File: config.mk
export PLATFORM = sky130hd
export DESIGN_NAME = resync_fifo
export DESIGN_NICKNAME = d
export VERILOG_FILES = /design/src/rtl/resync_fifo.sv
export SDC_FILE = /design/constraint.sdc
export NUM_CORES = 1
export LEC_CHECK = 0
export ABC_AREA = 0
export CAP_MARGIN = 20
export CORE_MARGIN = 1
export CORE_UTILIZATION = 30
export DETAILED_ROUTE_END_ITERATION = 8
export DONT_BUFFER_PORTS = 1
export SLEW_MARGIN = 20
export SYNTH_ARGS = -nofsm -noshare
export SYNTH_HDL_FRONTEND = slang
export SYNTH_SLANG_ARGS = --single-unit
File: constraint.sdc
create_clock -name clk -period 4.5 [get_ports clk]
set_input_delay 1.125 -clock clk [delete_from_list [all_inputs] [get_ports clk]]
set_output_delay 1.125 -clock clk [all_outputs]
set_load 0.02 [all_outputs]
File: src/rtl/resync_fifo.sv
// resync_fifo: single-clock first-word-fall-through FIFO.
// Storage depth is 2**log_depth words; the status flags come only from the registered occupancy count.
// Optional build macro RESYNC_FIFO_ERR_FLAGS_EN adds the sticky overflow_wr and underflow_rd error outputs.
module resync_fifo #(
  parameter int width     = 20,
  parameter int log_depth = 3
) (
  input  logic             clk,
  input  logic             rst,
  input  logic             val_wr,
  input  logic [width-1:0] data_wr,
  input  logic             val_rd,
  output logic [width-1:0] data_rd,
  output logic             empty_rd,
  output logic             almost_empty_rd,
  output logic             full_wr
`ifdef RESYNC_FIFO_ERR_FLAGS_EN
  ,
  output logic             overflow_wr,
  output logic             underflow_rd
`endif
);

  localparam int depth = 1 << log_depth;

  localparam logic [log_depth-1:0] ptr_one   = {{(log_depth-1){1'b0}}, 1'b1};
  localparam logic [log_depth:0]   cnt_one   = {{log_depth{1'b0}}, 1'b1};
  localparam logic [log_depth:0]   cnt_depth = {1'b1, {log_depth{1'b0}}};

  logic [width-1:0]     mem [depth];
  logic [log_depth-1:0] wr_ptr;
  logic [log_depth-1:0] rd_ptr;
  logic [log_depth:0]   count;
  logic                 wr_ok;
  logic                 rd_ok;

  // Flags depend only on the registered count, so no input reaches a flag combinationally.
  assign empty_rd        = (count == '0);
  assign almost_empty_rd = (count <= cnt_one);
  assign full_wr         = (count == cnt_depth);

  // A request is accepted only when the flag of the current cycle allows it.
  assign wr_ok = val_wr && !full_wr;
  assign rd_ok = val_rd && !empty_rd;

  // The head word falls through; stale memory is hidden behind zeros while empty.
  assign data_rd = empty_rd ? '0 : mem[rd_ptr];

  // Storage write; the memory is never cleared, and reset blocks any write in its own cycle.
  always_ff @(posedge clk) begin
    if (!rst && wr_ok) begin
      mem[wr_ptr] <= data_wr;
    end
  end

  // Pointers wrap naturally modulo depth; the count tracks the net change in occupancy.
  always_ff @(posedge clk) begin
    if (rst) begin
      wr_ptr <= '0;
      rd_ptr <= '0;
      count  <= '0;
    end else begin
      if (wr_ok) begin
        wr_ptr <= wr_ptr + ptr_one;
      end
      if (rd_ok) begin
        rd_ptr <= rd_ptr + ptr_one;
      end
      case ({wr_ok, rd_ok})
        2'b10:   count <= count + cnt_one;
        2'b01:   count <= count - cnt_one;
        default: count <= count;
      endcase
    end
  end

`ifdef RESYNC_FIFO_ERR_FLAGS_EN
  // Sticky error flags: set by any refused request and cleared only by reset.
  always_ff @(posedge clk) begin
    if (rst) begin
      overflow_wr  <= 1'b0;
      underflow_rd <= 1'b0;
    end else begin
      if (val_wr && full_wr) begin
        overflow_wr <= 1'b1;
      end
      if (val_rd && empty_rd) begin
        underflow_rd <= 1'b1;
      end
    end
  end
`endif

endmodule

## After elaboration in Yosys (flattened, before gate mapping)

Memory sizes are Yosys's and may differ from the RTL's. A register that Yosys moved wholly into a read port is not among the register bits.
Cells that the tools add are included.

- $add $sub $neg: 4
- Magnitude comparators: 1
- Eq/ne operators: 3
- Multiplexer cells: 6
- Reduce and logical (&&, ||, !) cells: 8

Operators by type and width:

| kind | count |
|---|---|
| 2-to-1 mux 20 bit | 1 |
| case mux 4 bit (2 select lines) | 1 |
| adder 3 x 1 -> 3 bit (second input constant) | 2 |
| 2-to-1 mux 3 bit | 2 |
| adder 4 x 1 -> 4 bit (second input constant) | 1 |
| equality test 4 bit (second input constant) | 1 |
| <= comparator 4 x 1 -> 1 bit (second input constant) | 1 |
| logical NOT 4 bit | 1 |
| subtractor 4 x 1 -> 4 bit (second input constant) | 1 |
| logical AND 1 bit | 3 |
| logical NOT 1 bit | 3 |
| equality test 2 x 1 -> 1 bit (second input constant) | 1 |
| equality test 2 bit (second input constant) | 1 |
| 2-to-1 mux 1 bit | 2 |
| nonzero test 2 bit | 1 |

- Bits in registers: 10
- RAM bits: 160
- Input bits: 24
- Output and inout bits: 23
- Logic and storage cells: 26
- Memories kept: 1

Memory list:

| name | words | bits a word | read ports | clocked after Yosys merged registers in | wr ports | line | RTL |
|---|---|---|---|---|---|---|---|
| mem | 8 | 20 | 1 | 1 | 1 | 30 | `logic [width-1:0] mem [depth];` |

## Longest topological paths before layout

- Depth after elaboration: 6
- Depth in mapped cells: 8
- Gate-level depth less buffers: 8

## Least setup slack after synthesis

No wires, ideal clock.

- Kind: in2reg
- From: in rst
- To: mem mem[1][0] (enable)
- Setup time: 448 ps
- Arrival: 3,330 ps
- Data required time: 4,052 ps
- Path slack: 722 ps
- Stages on the path: 2
- Buffers on the path: 1
- Cell sequence: clkbuf_1 nor4_1

- Longest elaborated chain between the ends: 4

Ends and longest elaborated chain:

| element | line | RTL |
|---|---|---|
| from (decl) | 9 | `input logic rst,` |
| logical NOT 1 bit | 51 | `if (!rst && wr_ok) begin` |
| logical AND 1 bit | 51 |  |
| 2-to-1 mux 1 bit | 51 |  |
| 2-to-1 mux 1 bit (not written as such) | 52 | `mem[wr_ptr] <= data_wr;` |
| to (decl) | 30 |  |

Every way passes these cells.

## Final worst setup path

- From: reg count[1]
- To: out data_rd[11]

- Longest elaborated chain between the ends: 2

Ends and longest elaborated chain:

| element | line | RTL |
|---|---|---|
| from (decl) | 33 | `logic [log_depth:0] count;` |
| from (signal assigned) | 70 | `2'b10: count <= count + cnt_one;` |
| from (signal assigned) | 71 | `2'b01: count <= count - cnt_one;` |
| from (signal assigned) | 72 | `default: count <= count;` |
| logical NOT 4 bit | 38 | `assign empty_rd = (count == '0);` |
| net empty_rd | 14 | `output logic empty_rd,` |
| 2-to-1 mux 20 bit | 47 | `assign data_rd = empty_rd ? '0 : mem[rd_ptr];` |
| to (decl) | 13 | `output logic [width-1:0] data_rd,` |

The timed path passes the listed nets, and every way through them passes these cells.

==> flow_metrics.env <==
export IMPL_clock_path_buffers=2
export IMPL_firstDrtPassIters=6
export IMPL_finalCritPeriodShare=0.792
export IMPL_dp_cells=591
export IMPL_die_y_um=152
export IMPL_finalSetupTns_ns=0
export IMPL_grt_first_pass_wirelength_um=19500
export IMPL_slowest_delay_ns=0.55
export IMPL_drv_cap=0
export IMPL_rows=54
export IMPL_p_total_mw=4.22
export IMPL_synth_seq_cells=173
export IMPL_synth_top_family_by_area="multiplexers"
export IMPL_crit_path_top_delay_cell="nor3b_4"
export IMPL_p_sw_frac=0.290
export IMPL_synth_area_mux_share=0.148
export IMPL_hold_ws_ns=0.509
export IMPL_overflow=0
export IMPL_layout_cells_non_filler=623
export IMPL_vias=3046
export IMPL_cts_tree="built"
export IMPL_antenna_found_initial=0
export IMPL_grt_pass1_vias=3237
export IMPL_fin_nets=360
export IMPL_ant_nets=0
export IMPL_crit_path_max_fanout=14
export IMPL_path_clk_slew_ns=0.07
export IMPL_failed_checks="design-rule violations"
export IMPL_power_density_mw_per_mm2=541
export IMPL_insertion_delay_ns=0.42
export IMPL_start_kind="flop"
export IMPL_crit_chain="inv_1 > ha_1 > nor3b_4 > nor2b_2 > buf_4 > a22o_1"
export IMPL_die_area_mm2=0.0231
export IMPL_cts_setup_buffers=0
export IMPL_ios=47
export IMPL_p_seq_frac=0.442
export IMPL_initial_utilization=0.308
export IMPL_ys_seq_area_frac=0.749
export IMPL_wl_um=12900
export IMPL_wl_per_cell_um=20.6
export IMPL_ys_types=38
export IMPL_status="complete, but fails checks"
export IMPL_grt_max_degree=41
export IMPL_synth_simple_area_share=0.0328
export IMPL_cts_root_buf="clkbuf_16"
export IMPL_postPlaceCellArea_mm2=0.00715
export IMPL_grt_use_total=0.118
export IMPL_core_area_mm2=0.0220
export IMPL_cts_sinks=173
export IMPL_fmax_ghz=0.281
export IMPL_syn_num_nets=343
export IMPL_hold_viol=0
export IMPL_synth_xor_area_frac=0.00259
export IMPL_p_clk_frac=0.365
export IMPL_syn_area_per_cell_um2=21.6
export IMPL_grt_setup_unrepaired="no"
export IMPL_critPathCaptureType="output pin"
export IMPL_critPathArrivalTime_ns=2.44
export IMPL_die_width_um=152
export IMPL_port_buffers=0
export IMPL_synth_cells=313
export IMPL_synth_compound_area_frac=0.0383
export IMPL_switchingPower_mw=1.22
export IMPL_syn_area_mm2=0.00676
export IMPL_fin_util=0.355
export IMPL_pwr_share_comb=0.194
export IMPL_dp_hpwl_um=7820
export IMPL_dr_first_iter_drc_count=249
export IMPL_avgViaCountPerCell=4.89
export IMPL_clock_skew_final_ns=0.00784
export IMPL_crit_type="flop to output pin"
export IMPL_syn2layout_area_growth_pct=15.4
export IMPL_synth_adder_area_share=0.0111
export IMPL_htree_num_levels=4
export IMPL_numCtsBuffers=17
export IMPL_stdcell_area_mm2=0.00780
export IMPL_route_detailed_drc=14
export IMPL_max_slew_worst_pin_slew_ns=0.792
export IMPL_peakVddDrop_mv=0.302
export IMPL_dp_worst_setup_slack_ns=1.34
export IMPL_finalSetupViolCount=0
export IMPL_cp_data_required_time_ns=3.38
export IMPL_slew_violations=0
export IMPL_postCtsHoldBufs=0
export IMPL_place_congestion=0.666
export IMPL_yosysWarnings=0
export IMPL_p_leak_nw=2.49
export IMPL_cts_repair_resized=0
export IMPL_worstHoldPathType="flop to flop"
export IMPL_drive_gt1_frac=0.236
export IMPL_p_int_mw=3.00
export IMPL_setup_ws_ns=0.936
export IMPL_slew_headroom=0.472
export IMPL_diodes=0
export IMPL_layout_min_cycle_time_ns=3.56
==> final timing paths <==
kind | start | endpoint | slack, ns | cells past startpoint
setup reg to reg | count[0] | mem[6][19] | 1.78 | 7
hold / removal | rd_ptr[1] | rd_ptr[1] | 0.51 | 2
setup / recovery | count[1] | data_rd[11] | 0.94 | 6
hold reg to reg | rd_ptr[1] | rd_ptr[1] | 0.51 | 2
==> power groups by stage <==
stage	logic, mW	registers [mW]	clock network (mW)
2_1_floorplan	0.718	1.86	0
3_3_place_gp	0.829	1.90	0
3_5_place_dp	0.842	1.90	0
4_1_cts	0.843	1.87	1.58
5_1_grt	0.884	1.87	1.64
6_report	0.817	1.86	1.54
==> sequential cells by signal, summed over array words and instances (netlist names), named ones only <==
signal,cells
rd_ptr,3
count,4
mem,160
wr_ptr,3
==> synth_stat cells (all sizes together) <==
cell	count	area (um^2)
ha	6	75.1
o21ai	5	25.0
nor3	3	20.0
nand2b	1	6.26
a41o	1	10.0
dfxtp	13	260
nor2	12	45.0
a22o	20	175
a211oi	1	7.51
edfxtp	160	4800
nand2	2	7.51
clkbuf	8	30.0
nor2b	3	18.8
buf	6	72.6
inv	5	18.8
mux4	40	968
nor4	2	18.8
xor2	2	17.5
a21oi	7	35.0
nand3b	3	26.3
mux2	2	22.5
mux2i	1	10.0
nor3b	2	26.3
a31oi	1	6.26
or3	3	23.8
nand3	2	10.0
or4b	1	10.0
nand4b	1	8.76
==> per-layer routing <==
layer	routed length, um	vias up	track usage
met3	874	7	0.0525
met2	6360	63	0.194
li1	-	1363	-
met4	97	0	0.0335
met1	5530	1613	0.139
met5	0	-	0
==> critical path: cells and delay by family, from the launching register on <==
kind                     cells  cell delay, ns
AND/OR/NAND/NOR              2            0.74
buffers and inverters        2            0.37
flip-flops                   1            0.34
AO/OA/AOI/OAI                1            0.32
adder cells (fa/ha/maj)      1            0.24
==> layout by cell type (no fill, tap or decap), types with 2 or more instances in the layout <==
cell	n
edfxtp_1	160
mux4_2	22
a22o_1	20
mux4_1	18
clkbuf_16	17
dfxtp_1	12
buf_4	11
nor2_1	7
a21oi_1	7
ha_1	6
nor2_2	5
o21ai_0	5
clkinv_8	5
inv_1	4
inv_8	4
inv_6	3
nand2_1	2
nand3_1	2
nand3b_1	2
or3_1	2
xor2_1	2
nor2b_1	2
mux2_1	2
bufinv_16	2
==> kinds of logic after synthesis <==
kind of cell	Yosys count
flops	173
fa+ha+maj	6
simple gates	35
buf+inv	19
mux	43
xor+xnor	2
compound gates	35
==> layout make-up <==
cell class	instances	area [um^2]
Fill cell	1997	14200
Sequential cell	173	5070
Multi-Input combinational cell	121	1620
Clock buffer	17	425
Tap cell	280	350
Clock inverter	15	221
Timing Repair Buffer	12	103
Inverter	5	18.8
Note: power is estimated with default switching activity, not from simulation.
